### src/rtl/keccak_round_sequencer.sv
// Keccak-f[1600] round sequencer: drives CP -> ROT -> PERM -> REV -> ARC each round with
// one-cycle init pulses and stable indices, waiting on step handshakes under a watchdog.
`timescale 1ns/1ps
module keccak_round_sequencer #(
  parameter int ROUNDS  = 24,
  parameter int SLICES  = 64,
  parameter int LANES   = 25,
  parameter int TIMEOUT = 255
) (
  input  logic       clk,
  input  logic       rst,
  input  logic       start,
  input  logic       abort,
  output logic       colparIJrster,
  input  logic       colparDone,
  output logic       initRotate,
  input  logic       finishLane,
  output logic       initLine,
  input  logic       permDone,
  output logic       initReval,
  input  logic       revalDone,
  output logic       initARC,
  output logic [5:0] sliceNum,
  output logic [4:0] sliceIdx,
  output logic [4:0] roundIdx,
  output logic       busy,
  output logic       done,
  output logic       error
);

  typedef enum logic [3:0] {
    IDLE, CP_INIT, CP_WAIT, ROT_INIT, ROT_WAIT, PERM_INIT, PERM_WAIT,
    REV_INIT, REV_WAIT, ARC, DONE, ERROR
  } state_t;

  localparam logic [5:0] SLICE_LAST = 6'(SLICES - 1);
  localparam logic [4:0] LANE_LAST  = 5'(LANES - 1);
  localparam logic [4:0] ROUND_LAST = 5'(ROUNDS - 1);
  localparam logic [7:0] WD_LIMIT   = 8'(TIMEOUT);

  state_t     state_reg, state_next;
  logic [5:0] slice_reg, slice_next;
  logic [4:0] lane_reg, lane_next;
  logic [4:0] round_reg, round_next;
  logic [7:0] wd_reg, wd_next;
  logic       error_reg, error_next;
  logic       wd_tick;
  logic [7:0] wd_inc;

  assign wd_inc = wd_reg + 8'd1;

  always_ff @(posedge clk) begin
    if (rst) begin
      state_reg <= IDLE;
      slice_reg <= '0;
      lane_reg  <= '0;
      round_reg <= '0;
      wd_reg    <= '0;
      error_reg <= 1'b0;
    end else begin
      state_reg <= state_next;
      slice_reg <= slice_next;
      lane_reg  <= lane_next;
      round_reg <= round_next;
      wd_reg    <= wd_next;
      error_reg <= error_next;
    end
  end

  always_comb begin
    state_next = state_reg;
    slice_next = slice_reg;
    lane_next  = lane_reg;
    round_next = round_reg;
    wd_next    = wd_reg;
    error_next = error_reg;
    wd_tick    = 1'b0;
    if (abort) begin
      // error is sticky across abort; only start or rst clear it
      state_next = IDLE;
      slice_next = '0;
      lane_next  = '0;
      round_next = '0;
      wd_next    = '0;
    end else begin
      case (state_reg)
        IDLE, ERROR: begin
          if (start) begin
            state_next = CP_INIT;
            slice_next = '0;
            lane_next  = '0;
            round_next = '0;
            wd_next    = '0;
            error_next = 1'b0;
          end
        end
        CP_INIT: begin
          state_next = CP_WAIT;
          wd_next    = '0;
        end
        CP_WAIT: begin
          if (colparDone) begin
            if (slice_reg == SLICE_LAST) begin
              slice_next = '0;
              state_next = ROT_INIT;
            end else begin
              slice_next = slice_reg + 6'd1;
              state_next = CP_INIT;
            end
          end else begin
            wd_tick = 1'b1;
          end
        end
        ROT_INIT: begin
          state_next = ROT_WAIT;
          wd_next    = '0;
        end
        ROT_WAIT: begin
          if (finishLane) begin
            if (lane_reg == LANE_LAST) begin
              lane_next  = '0;
              state_next = PERM_INIT;
            end else begin
              lane_next  = lane_reg + 5'd1;
              state_next = ROT_INIT;
            end
          end else begin
            wd_tick = 1'b1;
          end
        end
        PERM_INIT: begin
          state_next = PERM_WAIT;
          wd_next    = '0;
        end
        PERM_WAIT: begin
          if (permDone) begin
            if (slice_reg == SLICE_LAST) begin
              slice_next = '0;
              state_next = REV_INIT;
            end else begin
              slice_next = slice_reg + 6'd1;
              state_next = PERM_INIT;
            end
          end else begin
            wd_tick = 1'b1;
          end
        end
        REV_INIT: begin
          state_next = REV_WAIT;
          wd_next    = '0;
        end
        REV_WAIT: begin
          if (revalDone) begin
            if (slice_reg == SLICE_LAST) begin
              slice_next = '0;
              state_next = ARC;
            end else begin
              slice_next = slice_reg + 6'd1;
              state_next = REV_INIT;
            end
          end else begin
            wd_tick = 1'b1;
          end
        end
        ARC: begin
          if (round_reg == ROUND_LAST) begin
            state_next = DONE;
          end else begin
            round_next = round_reg + 5'd1;
            state_next = CP_INIT;
          end
        end
        DONE:    state_next = IDLE;
        default: state_next = IDLE;
      endcase
      // any WAIT cycle without its handshake ages the watchdog
      if (wd_tick) begin
        wd_next = wd_inc;
        if (wd_inc == WD_LIMIT) begin
          state_next = ERROR;
          error_next = 1'b1;
        end
      end
    end
  end

  assign colparIJrster = (state_reg == CP_INIT);
  assign initRotate    = (state_reg == ROT_INIT);
  assign initLine      = (state_reg == PERM_INIT);
  assign initReval     = (state_reg == REV_INIT);
  assign initARC       = (state_reg == ARC);
  assign busy          = (state_reg != IDLE) && (state_reg != ERROR) && (state_reg != DONE);
  assign done          = (state_reg == DONE);
  assign error         = error_reg;
  assign sliceNum      = slice_reg;
  assign sliceIdx      = lane_reg;
  assign roundIdx      = round_reg;

endmodule
### config.mk
export PLATFORM = sky130hd
export DESIGN_NAME = keccak_round_sequencer
export DESIGN_NICKNAME = d
export VERILOG_FILES = /design/src/rtl/keccak_round_sequencer.sv
export SDC_FILE = /design/constraint.sdc
export NUM_CORES = 1
export LEC_CHECK = 0
export BUFFER_PORTS_ARGS = -buffer_cell sky130_fd_sc_hd__buf_2
export CAP_MARGIN = 10
export CORE_AREA = 5 5 78 80
export CTS_CLUSTER_SIZE = 24
export DETAILED_ROUTE_END_ITERATION = 12
export DIE_AREA = 0 0 83 85
export SYNTH_ARGS = -nofsm -noshare
export SYNTH_HDL_FRONTEND = slang
export SYNTH_SLANG_ARGS = --single-unit
### constraint.sdc
create_clock -name clk -period 3.3 [get_ports clk]
set_input_delay 0.33 -clock clk [delete_from_list [all_inputs] [get_ports clk]]
set_output_delay 0.33 -clock clk [all_outputs]
set_load 0.02 [all_outputs]
# Yosys cells after proc, flatten, opt, wreduce, memory -nomap -nowiden
# Index checks and enable logic that the tools add are counted.
# word_totals
wordCells	87
reg_bits	29
# op_classes
add_sub_neg	4
reduce_logical	15
n_mux	38
eq_ne	24
# ops
operator	n
one-hot mux 4 bit (10 select lines)	1
2-to-1 mux 4 bit	9
2-to-1 mux 6 bit	5
one-hot mux 6 bit (4 select lines)	1
2-to-1 mux 5 bit	4
one-hot mux 5 bit (2 select lines)	2
equality test 4 x 3 -> 1 bit, second input constant	4
equality test 4 bit, second input constant	4
2-to-1 mux 8 bit	2
one-hot mux 8 bit (2 select lines)	1
inequality test 2 bit, second input constant	6
adder 5 x 1 -> 5 bit, second input constant	2
equality test 5 bit, second input constant	2
2-to-1 mux 1 bit	9
adder 8 x 1 -> 8 bit, second input constant	1
equality test 4 x 2 -> 1 bit, second input constant	2
equality test 8 bit, second input constant	1
inequality test 4 bit, second input constant	2
nonzero test 4 bit	2
adder 6 x 1 -> 6 bit, second input constant	1
equality test 6 bit, second input constant	1
AND reduction 3 bit	2
AND reduction 5 bit	1
equality test 4 x 1 -> 1 bit, second input constant	1
11 further kinds	15

# Depth between registers and ports, before layout
# logic_depth
depth_word	6
mapped_depth	7
depth_no_buf	6

# Worst setup path before layout
# OpenSTA, ideal clock, no wires.
# synth_timing
path_type	flip-flop to flip-flop
from	register state_reg[1]
to	register wd_reg[5]
stages_incl_launch_ff	6
t_arrival_ns	1.840
required_ns	3.178
setup_slack_ns	1.338
path_cell_list	dfxtp_1 buf_2 nor3b_1 a222oi_1 nor2_1 a221o_1
# synth_via
elab_chain_cells	5
# synth_rtl
item	line	text
from (decl)	41	state_t state_reg, state_next;
from (signal assigned)	61	state_reg <= state_next;
equality test 4 bit, or another cell as far along	86	case (state_reg)
one-hot mux 1 bit (4 select lines)	86	
2-to-1 mux 1 bit	78	if (abort) begin
inequality test 3 bit (no line) or nonzero test 3 bit (tied branches)	-	
AND reduction 2 bit (no line)	-	
to (signal assigned)	65	wd_reg <= wd_next;
to (decl)	45	logic [7:0] wd_reg, wd_next;
# Parallel ways exist; a longest one is shown, timed or not. The select of a mux whose other input is x is not followed.
# A chain may end at the register's enable or synchronous reset.

# Final worst setup path
# layout_timing
from	register state_reg[0]
to	register wd_reg[0]
# Same word-level chain as after synthesis.

==> results.sh <==
export IMPL_place_hpwl_mm=3.70
export IMPL_ant_nets=0
export IMPL_p_clk_share_pct=39.9
export IMPL_start_util_pct=37.9
export IMPL_met1_length_mm=2.63
export IMPL_ys_flop_type="dfxtp_1"
export IMPL_cts_hold_buffers=0
export IMPL_worst_pin_slew_ns=0.867
export IMPL_n_antenna_cell=0
export IMPL_dr_pass1_iters=4
export IMPL_synthToLayoutAreaGrowth_pct=14.6
export IMPL_drt_iter0_drc=178
export IMPL_drc_errors=0
export IMPL_antenna_found_initial=0
export IMPL_cts_tree="yes"
export IMPL_hold_path_end="error"
export IMPL_grt_pass1_wl_mm=9.11
export IMPL_htreeDepth=2
export IMPL_rrSetupSlack_ns=0.92
export IMPL_num_rows=27
export IMPL_drt_total_wl_mm=5.17
export IMPL_crit_required_ns=3.53
export IMPL_hold_viol=0
export IMPL_cp_data_arrival_time_ns=2.61
export IMPL_r2r_end="wd_reg[0]"
export IMPL_power_leakage_uw=0.000876
export IMPL_clk_latency_ns=0.28
export IMPL_finalCriticalPeriod_ns=2.38
export IMPL_die_height_um=85
export IMPL_slowest_stage="dfxtp_1"
export IMPL_synth_area_sq_mm=0.00202
export IMPL_post_route_period_util_pct=72.1
export IMPL_power_density_mw_per_mm2=307
export IMPL_start_kind="flip-flop"
export IMPL_synth_area_leaders="dfxtp_1 (29%), a21oi_1 (3.7%), ha_1 (3.7%)"
export IMPL_synth_seq_cells=29
export IMPL_pin_count=32
export IMPL_cts_made_buffers=5
export IMPL_post_cts_resized=0
export IMPL_syn_inst=252
export IMPL_p_seq_share_pct=50.3
export IMPL_synth_top_area_share_pct=28.7
export IMPL_post_cts_setup_buffers=0
export IMPL_fp_dieW_um=83
export IMPL_power_switching_uw=187
export IMPL_drive_gt1_share_pct=18.6
export IMPL_end_kind="flip-flop"
export IMPL_route_met3_wl_um=217
export IMPL_num_vias=2008
export IMPL_cts_sinks=29
export IMPL_overflow=0
export IMPL_ctsRootBufferMaster="clkbuf_8"
export IMPL_hold_depth=3
export IMPL_hp_class="input pin to flip-flop"
export IMPL_via_per_inst=5.72
export IMPL_dr_max_layer_used="met4"
export IMPL_reg2reg_from="state_reg[0]"
export IMPL_port_buffers=31
export IMPL_die_area_sq_mm=0.00706
export IMPL_post_drt_wl_per_cell_um=14.7
export IMPL_crit_type="flip-flop to flip-flop"
export IMPL_setup_tns_ns=0
export IMPL_yosysMostFrequentCell="dfxtp_1"
export IMPL_drv_slew=0
export IMPL_nNetsFinal=292
export IMPL_yosysSeqAreaShare_pct=28.7
export IMPL_place_congestion=0.810
export IMPL_peakVddDrop_mv=0.144
export IMPL_ys_types=66
export IMPL_min_from="rst"
export IMPL_final_area_sq_mm=0.00231
export IMPL_core_area_sq_mm=0.00534
export IMPL_synth_nets=266
export IMPL_max_cap_violations=0
export IMPL_largest_reg_flops=8
export IMPL_holdWs_ns=0.355
export IMPL_p_sw_share_pct=26.3
export IMPL_wl_met2_mm=2.26
export IMPL_slowest_delay_ns=0.89
export IMPL_synthArstFlopShare_pct=0
export IMPL_placed_area_sq_mm=0.00223
export IMPL_clockBufferDepth=2
export IMPL_outcome="finished, final reports clean"
export IMPL_synth_warnings=0
export IMPL_grt_total_usage_pct=15.2
export IMPL_setup_viol=0
export IMPL_path_cells="nor3b_1 -> a222oi_1 -> buf_4 -> and4bb_1 -> mux2_2"
export IMPL_fmax_mhz=420
export IMPL_grt_max_degree=28
export IMPL_r2r_cells=5
export IMPL_p_int_uw=524
export IMPL_clk_pin_slew_worst_paths_ns=0.07
export IMPL_power_total_uw=711
export IMPL_slew_headroom_pct=42.1
export IMPL_yosys_area_top_type="dfxtp_1"
export IMPL_synth_edff_count=0
export IMPL_pwr_share_comb_pct=9.8
export IMPL_rsz0062_at_grt="no"
export IMPL_finClkSkew_ns=0.00369
export IMPL_grt_pass1_vias=1880
export IMPL_synthTopCellsByCount="dfxtp_1 (29), a21oi_1 (15), nor2_1 (15), inv_1 (14)"
export IMPL_cp_max_fo=27
export IMPL_avgSynthCellArea_sq_um=8.02
cells in the final DEF (no fill, tap or decap), types with 4 or more instances in the layout:
cell	instances
a21oi_1	15
a22o_1	5
buf_2	31
buf_4	4
clkbuf_8	5
dfxtp_1	29
ha_1	6
inv_1	14
nand2_1	13
nand2b_1	6
nand3_1	9
nand4_1	5
nor2_1	15
nor3_1	12
o21ai_0	13
o22ai_1	4
o31ai_1	4
or4_1	6
critical path: cells and delay by family, from the launching register on:
family	cells	cell delay (ns)
and+or+nand+nor	2	0.60
AOI/OAI and AO/OA	1	0.39
muxes	1	0.22
DFF	1	0.89
buffers and inverters	1	0.22
cells by family (layout without fill, tap and decap cells):
family	Yosys count	after routing	share of synthesized area (%)
AO/OA/AOI/OAI	80	80	28.4
adder cells (fa/ha/maj)	6	6	3.72
XOR/XNOR	4	4	1.73
multiplexers	4	4	2.04
AND/OR/NAND/NOR	99	99	29.6
buffers and inverters	30	57	5.76
flip-flops	29	29	28.7
worst max-delay path by stage:
| stage | from | end | cells past startpoint |
|---|---|---|---|
| 2_1_floorplan | state_reg[1] | wd_reg[5] | 5 |
| 3_3_place_gp | state_reg[0] | wd_reg[2] | 5 |
| 3_5_place_dp | state_reg[0] | wd_reg[0] | 5 |
| 4_1_cts | state_reg[0] | wd_reg[0] | 5 |
| 5_1_grt | state_reg[0] | wd_reg[0] | 5 |
| 6_report | state_reg[0] | wd_reg[0] | 5 |
final cells by class:
type,count,area [sq um]
clock buffer,6,72.6
clock inverter,2,10.0
fill,585,3020
inverter,14,52.6
multi-input combinational,193,1320
sequential,29,581
tap,72,90.1
timing repair buffer,35,185
metrics by stage:
stage / utilization [%] / setup WS, ns / cells
CTS: 43.4 / 0.922 / 351
global route: 43.4 / 0.746 / 351
global placement: 41.8 / 1.02 / 343
finish: 43.4 / 0.919 / 351
floorplan: - / 1.34 / 252
detailed placement: 41.8 / 0.935 / 343
power by group through the flow:
stage               Sequential [uW]  Combinational, uW  Clock (uW)
floorplan                       361               54.2           0
global placement                365               69.1           0
detailed placement              365               69.0           0
CTS                             357               69.3         293
global route                    358               78.7         310
finish                          357               69.7         284
routing by layer:
| layer | global-route usage [%] | vias up |
|---|---|---|
| met5 | 0 | - |
| met4 | 4.01 | 0 |
| met3 | 3.69 | 6 |
| met2 | 23.6 | 41 |
| met1 | 21.0 | 934 |
| li1 | - | 1027 |
(Power assumes the default switching activity.)
